[src/rtl/shift_unit_seq.sv]
// shift_unit_seq: multi-cycle shifter that moves the operand one bit per clock.
// Modes: 00=SLL, 01=SRL, 10=SRA, 11=ROL, with valid/ready handshakes on both sides.
// Optional feature macro: SHIFT_CARRY_EN adds carry_out, the last bit shifted out.
module shift_unit_seq #(
  parameter int WIDTH   = 8,
  parameter int SHAMT_W = 3
) (
  input  logic               clk,
  input  logic               rst_n,
  input  logic               in_valid,
  output logic               in_ready,
  input  logic [WIDTH-1:0]   in_data,
  input  logic [SHAMT_W-1:0] in_amt,
  input  logic [1:0]         in_mode,
  output logic               out_valid,
  input  logic               out_ready,
  output logic [WIDTH-1:0]   out_data,
`ifdef SHIFT_CARRY_EN
  output logic               carry_out,
`endif
  output logic               busy
);

  typedef enum logic [1:0] {
    IDLE  = 2'd0,
    SHIFT = 2'd1,
    DONE  = 2'd2
  } state_t;

  localparam logic [1:0] MODE_SLL = 2'b00;
  localparam logic [1:0] MODE_SRL = 2'b01;
  localparam logic [1:0] MODE_SRA = 2'b10;

  state_t             state;
  state_t             state_next;
  logic [WIDTH-1:0]   data_q;
  logic [WIDTH-1:0]   out_q;
  logic [SHAMT_W-1:0] count_q;
  logic [1:0]         mode_q;
  logic [WIDTH-1:0]   step_data;
  logic               accept;
  logic               stepping;
  logic               finishing;

  assign accept    = (state == IDLE) && in_valid;
  assign stepping  = (state == SHIFT) && (count_q != '0);
  assign finishing = (state == SHIFT) && (count_q == '0);
  assign out_data  = out_q;

  // State register; reset drops any operation in flight.
  always_ff @(posedge clk or negedge rst_n) begin
    if (!rst_n) begin
      state <= IDLE;
    end else begin
      state <= state_next;
    end
  end

  // Next-state and handshake outputs, all decoded from the current state.
  always_comb begin
    state_next = state;
    in_ready   = 1'b0;
    out_valid  = 1'b0;
    busy       = 1'b0;
    case (state)
      IDLE: begin
        in_ready = 1'b1;
        if (in_valid) state_next = SHIFT;
      end
      SHIFT: begin
        busy = 1'b1;
        if (count_q == '0) state_next = DONE;
      end
      DONE: begin
        busy      = 1'b1;
        out_valid = 1'b1;
        if (out_ready) state_next = IDLE;
      end
      default: state_next = IDLE;
    endcase
  end

  // One-bit step of the working operand in the captured mode.
  always_comb begin
    step_data = data_q;
    case (mode_q)
      MODE_SLL: step_data = {data_q[WIDTH-2:0], 1'b0};
      MODE_SRL: step_data = {1'b0, data_q[WIDTH-1:1]};
      MODE_SRA: step_data = {data_q[WIDTH-1], data_q[WIDTH-1:1]};
      default:  step_data = {data_q[WIDTH-2:0], data_q[WIDTH-1]};
    endcase
  end

  // Operand capture, per-clock stepping, and result latch on the way into DONE.
  always_ff @(posedge clk or negedge rst_n) begin
    if (!rst_n) begin
      data_q  <= '0;
      count_q <= '0;
      mode_q  <= '0;
      out_q   <= '0;
    end else if (accept) begin
      data_q  <= in_data;
      count_q <= in_amt;
      mode_q  <= in_mode;
    end else if (stepping) begin
      data_q  <= step_data;
      count_q <= count_q - SHAMT_W'(1);
    end else if (finishing) begin
      out_q   <= data_q;
    end
  end

`ifdef SHIFT_CARRY_EN
  logic step_bit;
  logic carry_q;
  logic carry_out_q;

  assign carry_out = carry_out_q;

  // Bit leaving the operand on this step: MSB for left moves, LSB for right moves.
  always_comb begin
    step_bit = 1'b0;
    case (mode_q)
      MODE_SLL: step_bit = data_q[WIDTH-1];
      MODE_SRL: step_bit = data_q[0];
      MODE_SRA: step_bit = data_q[0];
      default:  step_bit = data_q[WIDTH-1];
    endcase
  end

  // Track the most recent shifted-out bit and publish it alongside the result.
  always_ff @(posedge clk or negedge rst_n) begin
    if (!rst_n) begin
      carry_q     <= 1'b0;
      carry_out_q <= 1'b0;
    end else if (accept) begin
      carry_q     <= 1'b0;
    end else if (stepping) begin
      carry_q     <= step_bit;
    end else if (finishing) begin
      carry_out_q <= carry_q;
    end
  end
`endif

endmodule
[config.mk]
export PLATFORM = sky130hd
export DESIGN_NAME = shift_unit_seq
export DESIGN_NICKNAME = d
export VERILOG_FILES = /design/src/rtl/shift_unit_seq.sv
export SDC_FILE = /design/constraint.sdc
export NUM_CORES = 1
export LEC_CHECK = 0
export ABC_AREA = 1
export CORE_ASPECT_RATIO = 1.4
export CORE_MARGIN = 2
export CORE_UTILIZATION = 30
export CTS_BUF_LIST = sky130_fd_sc_hd__clkbuf_8
export CTS_CLUSTER_DIAMETER = 60
export DETAILED_ROUTE_END_ITERATION = 12
export GPL_ROUTABILITY_DRIVEN = 0
export GPL_TIMING_DRIVEN = 0
export HOLD_SLACK_MARGIN = 0.06
export PLACE_DENSITY = 0.61
export SKIP_LAST_GASP = 1
export SYNTH_ARGS = -nofsm -noshare
export SYNTH_HDL_FRONTEND = slang
export SYNTH_SLANG_ARGS = --single-unit
[constraint.sdc]
create_clock -name clk -period 1.97 [get_ports clk]
set_clock_uncertainty 0.05 [all_clocks]
set_input_delay 0.2955 -clock clk [delete_from_list [all_inputs] [get_ports clk]]
set_output_delay 0.2955 -clock clk [all_outputs]
set_load 0.01 [all_outputs]
==> impl_metrics.yaml, run 1 <==
outcome:
  status: "completed"
timing:
  rsz0062_at_grt: "no"
  tns_ns: 0
  period_needed_ns: 1.91
  setup_viol: 0
  timing.final.ws_setup_ns: 0.0608
  period_share_pct: 96.9
  hold_viol_final: 0
  relSlewSlack_pct: 30.5
  drv_slew: 0
  timing.fmax_mhz: 524
  worst_slew_pin_slew_ns: 1.04
clock_tree:
  clk_pin_slew_ns: 0.09
  cts_tree: "done"
  cts_root_buffer: "clkbuf_8"
  cts_buffers: 3
  clkLatencyLatePin_ns: 0.27
  cts.sinks: 23
  cts.path.max_buffers: 2
  cts.htree.levels: 1
  cts-hold-fix-buffers: 0
placed_design:
  pre_cts_ws_ns: 0.304
  portBuffers: 27
  hpwl_mm: 2.00
route:
  via_count: 1132
  finalWirelength_mm: 2.70
  highest_layer: "met4"
  viasPerCell: 4.29
  first_iter_violations: 17
  met2_length_mm: 1.28
  drc_errors: 0
  avgRoutedWirePerCell_microns: 10.2
  ant_nets: 0
  m1WireLength_mm: 1.28
  wl_met3_microns: 98
  first_pass_iters: 4
global_routing:
  track_usage_pct: 12.2
  grt_start_max_net_pins: 24
  grt-ovfl-total: 0
  grt_pass1_vias: 1016
  grt_pass1_wl_mm: 4.55
  antenna_found_initial: 0
synthesis:
  synth_xor_area_share_pct: 0
  synthAdderAreaFrac_pct: 6.63
  synthMuxAreaShare_pct: 0
  synth-seq-area-share_pct: 43.6
  yosysUniqueCellTypes: 14
  syn_inst: 172
  synth_compound_area_share_pct: 9.47
  synth_simple_gate_area_share_pct: 30.7
  yosys_warnings: 0
  ys_seq_elements: 23
  netlist.top_cell.by_area: "dfrtp_1"
  synth_nets: 196
  yosys-top-cells-area: "dfrtp_1 44%, nand2_1 16%, nand3_1 7.2%, ha_1 6.6%, inv_1 5.1%"
  yosys.area.top_type_share_pct: 43.6
  syn_area_sq_um: 1320
  avgSynthCellArea_sq_um: 7.68
  synth_top_family_by_area: "simple AND/OR/NAND/NOR gates"
floorplanning:
  ios: 28
  die_h_microns: 82.5
  core_area_sq_um: 4240
  die_area_sq_um: 4960
  num_rows: 28
  die_w_microns: 60.1
  initial_core_util_pct: 31.2
power:
  irDropWorstVdd_mv: 0.606
  cellPowerDensity_nw_per_um2: 1510
  p_leak_nw: 0.851
critical_path:
  worstPathArrival_ns: 1.56
  crit_buf_inv: 2
  start_kind: "register"
  path_depth: 3
  rr_worst_depth: 10
  max_stage_delay_ns: 0.53
  crit_slowest_cell: "clkdlybuf4s50_1"
  crit_type: "reg -> out"
  crit_family: "buffers and inverters"
  crit_path_end_kind: "output port"
  worstPathRequired_ns: 1.62
  worstPathCellList: "inv_1 > ha_1 > clkdlybuf4s50_1"
  worst-path-max-fanout: 4
final_layout:
  drive_above_1_share_pct: 10.3
  final_common_cell: "nand2_1"
  post-route-util_pct: 40.6
  layout_common_cells: "55 x nand2_1, 26 x clkdlybuf4s50_1, 23 x dfrtp_1"
  areaGrowthSynthToFinish_pct: 30.4
  antenna_cells: 0
  fillers: 441
  nets: 229
hold_path:
  hold_depth: 2
  worstHoldPathType: "reg -> reg"
flow_run:
  drv_cap: 0
routing by layer:
layer  track usage [%]  vias to the layer above
met5                 0                        -
met2              19.8                       24
met1              15.9                      492
met3              1.56                        5
li1                  -                      611
met4              5.33                        0
flip-flops by register name (all words and copies together) (netlist names):
name	count
data_q	8
out_data	8
mode_q	2
count_q	3
state	2
worst paths after layout:
check                      slack, ns         from     endpoint
min                             0.44  out_data[3]  out_data[3]
max reg2reg                     0.43     state[1]    data_q[7]
min reg2reg                     0.44  out_data[3]  out_data[3]
min in group asynchronous       0.54        rst_n  out_data[4]
max                             0.06     state[1]         busy
max in group asynchronous       0.71        rst_n    data_q[7]
stage by stage:
step	hold slack, ns	total power [W]	cell area [sq um]	std cells
2_1_floorplan	-0.0501	0.00185	1320	172
3_3_place_gp	0.420	0.00229	1670	259
3_5_place_dp	0.427	0.00231	1670	259
4_1_cts	0.449	0.00262	1710	263
5_1_grt	0.470	0.00287	1720	264
6_report	0.442	0.00259	1720	264
logic make-up after synthesis:
group | count (synthesis)
adder cells (fa/ha/maj) | 7
buffers and inverters | 26
AND/OR/NAND/NOR | 91
AO/OA/AOI/OAI | 25
flip-flops | 23
power by group:
group	total, W	switching (W)	internal [W]
Clock	0.000300	0.000159	0.000142
Combinational	0.00144	0.000802	0.000635
Sequential	0.000856	0.000162	0.000694
Total	0.00259	0.00112	0.00147
cell usage after synthesis:
library cell and instances:
ha_1 7, nand2_4 1, dfrtp_1 23, o21ai_1 8
nand2_1 55, nand4_4 1, o21ai_0 10, nor2_1 9
inv_1 18, nand2_2 6, inv_2 4, buf_6 4
a21oi_1 7, nand3_1 19
layout make-up:
cell class,count,area [sq um],area share [%]
Inverter,22,82.6,4.79
Multi-Input combinational cell,123,618,35.9
Clock buffer,3,41.3,2.40
Clock inverter,1,5.00,0.290
Tap cell,60,75.1,4.36
Timing Repair Buffer,28,280,16.3
Buffer,4,45.0,2.61
Sequential cell,23,576,33.4
tightest hold or removal path, cell delays in order (launching register included):
cell and delay, ns:
dfrtp_1 0.35, nand2_1 0.05, o21ai_1 0.06
repair_timing:
item,4_1_cts,5_1_grt
buffers inserted,0,1
gates resized for setup,0,1
setup endpoints to repair,0,2
(Power assumes the default switching activity.)
==> run 2, diff against run 1 <==
CORE_MARGIN = unset   (was 2)
==> run 2 against run 1 <==
  * Sequential share of layout area is 0.20 points higher
  * Fmax fell by 0.80%
  * Via count up 1.4%
  * Sequential power grew 0.8%
  * Global-route usage is 0.85 points higher
  * Highest routed layer unchanged
  * Critical path type unchanged
  * Largest power group unchanged
==> impl_metrics.yaml, run 2 (synthesis gave the netlist of run 1 again) <==
final_layout:
  post-route-util_pct: 40.4
  fillers: 456
  antenna_cells: 0
  drive_above_1_share_pct: 9.85
  final_common_cell: "nand2_1"
  layout_common_cells: "55 x nand2_1, 27 x clkdlybuf4s50_1, 23 x dfrtp_1"
  final_area_sq_um: 1710
  nets: 228
  areaGrowthSynthToFinish_pct: 29.6
route:
  first_iter_violations: 38
  ant_nets: 0
  drc_errors: 0
  first_pass_iters: 4
  viasPerCell: 4.37
  avgRoutedWirePerCell_microns: 10.4
  finalWirelength_mm: 2.73
  via_count: 1148
critical_path:
  crit_buf_inv: 2
  worstPathCellList: "inv_1 > ha_1 > clkdlybuf4s50_1"
  crit_type: "reg -> out"
  rr_worst_depth: 10
  timing.rr.end: "data_q[7]"
  crit_path_end_kind: "output port"
  worstPathRequired_ns: 1.62
  max_stage_delay_ns: 0.55
  reg2reg_from: "state[1]"
  regToRegSetupSlack_ns: 0.43
  crit_slowest_cell: "clkdlybuf4s50_1"
  worst-path-max-fanout: 4
  start_kind: "register"
  crit_family: "buffers and inverters"
  worstPathArrival_ns: 1.58
timing:
  rsz0062_at_grt: "yes"
  tns_ns: 0
  relSlewSlack_pct: 28.3
  hold_viol_final: 0
  worst_slew_pin_slew_ns: 1.07
  timing.fmax_mhz: 520
  setup_viol: 0
  drv_slew: 0
  period_share_pct: 97.7
  period_needed_ns: 1.92
power:
  switching_share_pct: 43.4
  power.switching_w: 0.00113
  pwr-share-seq_pct: 33.3
  clock_power_share_pct: 11.5
  irDropWorstVdd_mv: 0.580
  combPwrFrac_pct: 55.1
  internal-power_w: 0.00146
  cellPowerDensity_nw_per_um2: 1510
  p_leak_nw: 0.836
floorplanning:
  num_rows: 28
  ios: 28
  die_h_microns: 80.5
  die_w_microns: 58.1
  die_area_sq_um: 4680
  initial_core_util_pct: 31.2
  core_area_sq_um: 4240
clock_tree:
  cts_tree: "done"
  clkLatencyLatePin_ns: 0.27
  cts.path.max_buffers: 2
  clk_pin_slew_ns: 0.08
  ctsResizeCount: 0
  cts-hold-fix-buffers: 0
  cts_buffers: 3
  cts_setup_buffers: 0
  cts_root_buffer: "clkbuf_8"
  cts.sinks: 23
  cts.htree.levels: 1
outcome:
  status: "completed"
global_routing:
  track_usage_pct: 13.0
  grt_start_max_net_pins: 24
  grt-ovfl-total: 0
  antenna_found_initial: 0
  grt_pass1_wl_mm: 4.58
  grt_pass1_vias: 1029
hold_path:
  min_from: "out_data[3]"
  worstHoldPathType: "reg -> reg"
  hold_depth: 2
  whs_endpoint: "out_data[3]"
flow_run:
  drv_cap: 0
placed_design:
  placed_cell_area_sq_um: 1670
  portBuffers: 27
  hpwl_mm: 2.02
[run 2: layout make-up]
| type | instances | area (sq um) | area share, % |
|---|---|---|---|
| Clock inverter | 1 | 5.00 | 0.292 |
| Multi-Input combinational cell | 123 | 618 | 36.1 |
| Buffer | 4 | 45.0 | 2.63 |
| Inverter | 22 | 82.6 | 4.82 |
| Timing Repair Buffer | 27 | 270 | 15.8 |
| Clock buffer | 3 | 41.3 | 2.41 |
| Tap cell | 60 | 75.1 | 4.38 |
| Sequential cell | 23 | 576 | 33.6 |
[run 2: worst max path at each step]
stage	startpoint	end	slack [ns]	depth (start not counted)
after floorplan	state[0]	data_q[1]	0.49	9
after global placement	rst_n	count_q[0]	0.31	1
after detailed placement	rst_n	mode_q[0]	0.30	1
after CTS	state[1]	in_ready	0.03	3
after global routing	state[1]	in_ready	-0.02	3
final	state[1]	in_ready	0.05	3
[run 2: per-layer routing]
metal / routed length (microns) / track usage, % / share of wire [%] / vias up
li1: - / - / - / 607
met1: 1270 / 16.2 / 47 / 518
met2: 1300 / 21.1 / 48 / 19
met3: 87 / 2.09 / 3.2 / 4
met4: 66 / 7.14 / 2.4 / 0
met5: 0 / 0 / 0 / -
[run 2: tightest hold or removal path, cell delays in order (launching register included)]
cell	delay, ns
dfrtp_1	0.35
nand2_1	0.05
o21ai_1	0.06
[run 2: power groups by stage]
stage	registers (W)	clock network (W)	logic [W]
after global routing	0.000896	0.000327	0.00163
after floorplan	0.000869	0	0.000979
final	0.000863	0.000299	0.00143
after detailed placement	0.000872	0	0.00145
after CTS	0.000863	0.000311	0.00145
after global placement	0.000868	0	0.00142
[run 2: through the flow]
step | setup WS (ns) | power, W | hold slack [ns] | cells
after floorplan | 0.493 | 0.00185 | -0.0501 | 172
after global placement | 0.307 | 0.00229 | 0.420 | 259
after detailed placement | 0.303 | 0.00232 | 0.427 | 259
after CTS | 0.0265 | 0.00263 | 0.447 | 263
after global routing | -0.0154 | 0.00286 | 0.468 | 263
final | 0.0454 | 0.00259 | 0.440 | 263
==> run 3, diff against run 2 <==
ABC_CLOCK_PERIOD_IN_PS = 1970   (was unset)
PLACE_DENSITY = 0.54   (was 0.61)
==> run 3 against run 2 <==
  * Fmax up 0.38%
  * Largest cell class unchanged
  * Worst hold slack about the same
  * Non-clock buffer count up 1
  * Clock power down 1%
  * Final cell count up 0.38%
  * Power up 0.84%
  * Sequential share of layout area down 0.22 points
  * Critical path type unchanged
  * Global-route usage up 0.77 points
==> impl_metrics.yaml, run 3 (synthesis gave the netlist of run 1 again) <==
outcome:
  status: "completed"
critical_path:
  crit_family: "buffers and inverters"
  worstPathCellList: "inv_1 > ha_2 > clkdlybuf4s50_1"
  max_stage_delay_ns: 0.54
  reg2reg_from: "state[1]"
  regToRegSetupSlack_ns: 0.40
  crit_path_end_kind: "output port"
  rr_worst_depth: 8
  timing.rr.end: "data_q[6]"
  crit_type: "reg -> out"
  worst-path-max-fanout: 4
  start_kind: "register"
  crit_slowest_cell: "clkdlybuf4s50_1"
  worstPathRequired_ns: 1.62
  worstPathArrival_ns: 1.57
  crit_buf_inv: 2
  path_depth: 3
floorplanning:
  die_area_sq_um: 4680
  die_h_microns: 80.5
  initial_core_util_pct: 31.2
  ios: 28
  num_rows: 28
  die_w_microns: 58.1
  core_area_sq_um: 4240
global_routing:
  grtUsageMet2_pct: 26.9
  use_met3_pct: 2.09
  grt_start_max_net_pins: 24
  track_usage_pct: 13.8
  busiest_layer: "met2"
  grt-ovfl-total: 0
  antenna_found_initial: 0
  grt_pass1_vias: 1124
  grt_pass1_wl_mm: 4.87
  gr-usage-met1_pct: 13.8
hold_path:
  worstHoldPathType: "reg -> reg"
  hold_depth: 2
  whs_endpoint: "out_data[6]"
  min_from: "out_data[6]"
placed_design:
  pre_cts_ws_ns: 0.273
  hpwl_mm: 2.12
  portBuffers: 27
final_layout:
  antenna_cells: 0
  post-route-util_pct: 40.7
  layout_common_cells: "55 x nand2_1, 26 x clkdlybuf4s50_1, 23 x dfrtp_1"
  areaGrowthSynthToFinish_pct: 30.5
  final_common_cell: "nand2_1"
  nets: 229
  drive_above_1_share_pct: 10.3
power:
  irDropWorstVdd_mv: 0.464
  p_leak_nw: 0.852
  cellPowerDensity_nw_per_um2: 1510
clock_tree:
  cts_buffers: 3
  cts_root_buffer: "clkbuf_8"
  cts.htree.levels: 1
  cts_tree: "done"
  cts.sinks: 23
  cts.path.max_buffers: 2
  clkLatencyLatePin_ns: 0.27
  cts-hold-fix-buffers: 0
  clk_pin_slew_ns: 0.08
timing:
  period_needed_ns: 1.92
  worst_slew_pin_slew_ns: 1.05
  drv_slew: 0
  fin_hold_ws_ns: 0.440
  period_share_pct: 97.3
  relSlewSlack_pct: 30.0
  timing.fmax_mhz: 522
  hold_viol_final: 0
  timing.final.ws_setup_ns: 0.0527
  rsz0062_at_grt: "yes"
  setup_viol: 0
route:
  viasPerCell: 4.38
  ant_nets: 0
  via_count: 1156
  first_iter_violations: 44
  drc_errors: 0
  finalWirelength_mm: 2.82
  first_pass_iters: 4
  avgRoutedWirePerCell_microns: 10.7
flow_run:
  drv_cap: 0
run 3: per-stage QoR:
| stage | TNS [ns] | total power, W | instances | area, sq um |
|---|---|---|---|---|
| floorplan | 0 | 0.00185 | 172 | 1320 |
| global placement | 0 | 0.00232 | 259 | 1670 |
| detailed placement | 0 | 0.00233 | 259 | 1670 |
| CTS | 0 | 0.00264 | 263 | 1710 |
| global route | -0.0110 | 0.00287 | 264 | 1720 |
| finish | 0 | 0.00261 | 264 | 1720 |
run 3: worst max path at each step:
stage | from | end | slack, ns
detailed placement | rst_n | count_q[0] | 0.27
floorplan | state[0] | data_q[1] | 0.49
global placement | rst_n | count_q[0] | 0.28
global route | state[1] | in_ready | -0.01
finish | state[1] | in_ready | 0.05
CTS | state[1] | in_ready | 0.01
run 3: repair_timing:
action / in CTS / in global routing
gates resized for setup: 0 / 2
setup buffers: 0 / 1
setup endpoints to repair: 0 / 2
run 3: tightest hold or removal path, stage by stage (launching register included):
cell and delay (ns):
dfrtp_1 0.35, nand2_1 0.05, o21ai_1 0.06
run 3: routing by layer:
metal / wire, microns / share of wire, %
met1: 1170 / 41
met5: 0 / 0
met4: 47 / 1.7
met2: 1500 / 53
met3: 102 / 3.6
run 3: cell type report:
type	instances	area (sq um)
inverter	22	82.6
tap	60	75.1
fill	451	2510
clock buffer	3	41.3
multi-input combinational	123	621
buffer	4	45.0
sequential	23	576
clock inverter	1	3.75
timing repair buffer	28	280
run 3: report_power, final:
part	total [W]	switching [W]	internal, W
Sequential	0.000861	0.000167	0.000693
Clock	0.000295	0.000155	0.000139
Combinational	0.00146	0.000816	0.000640
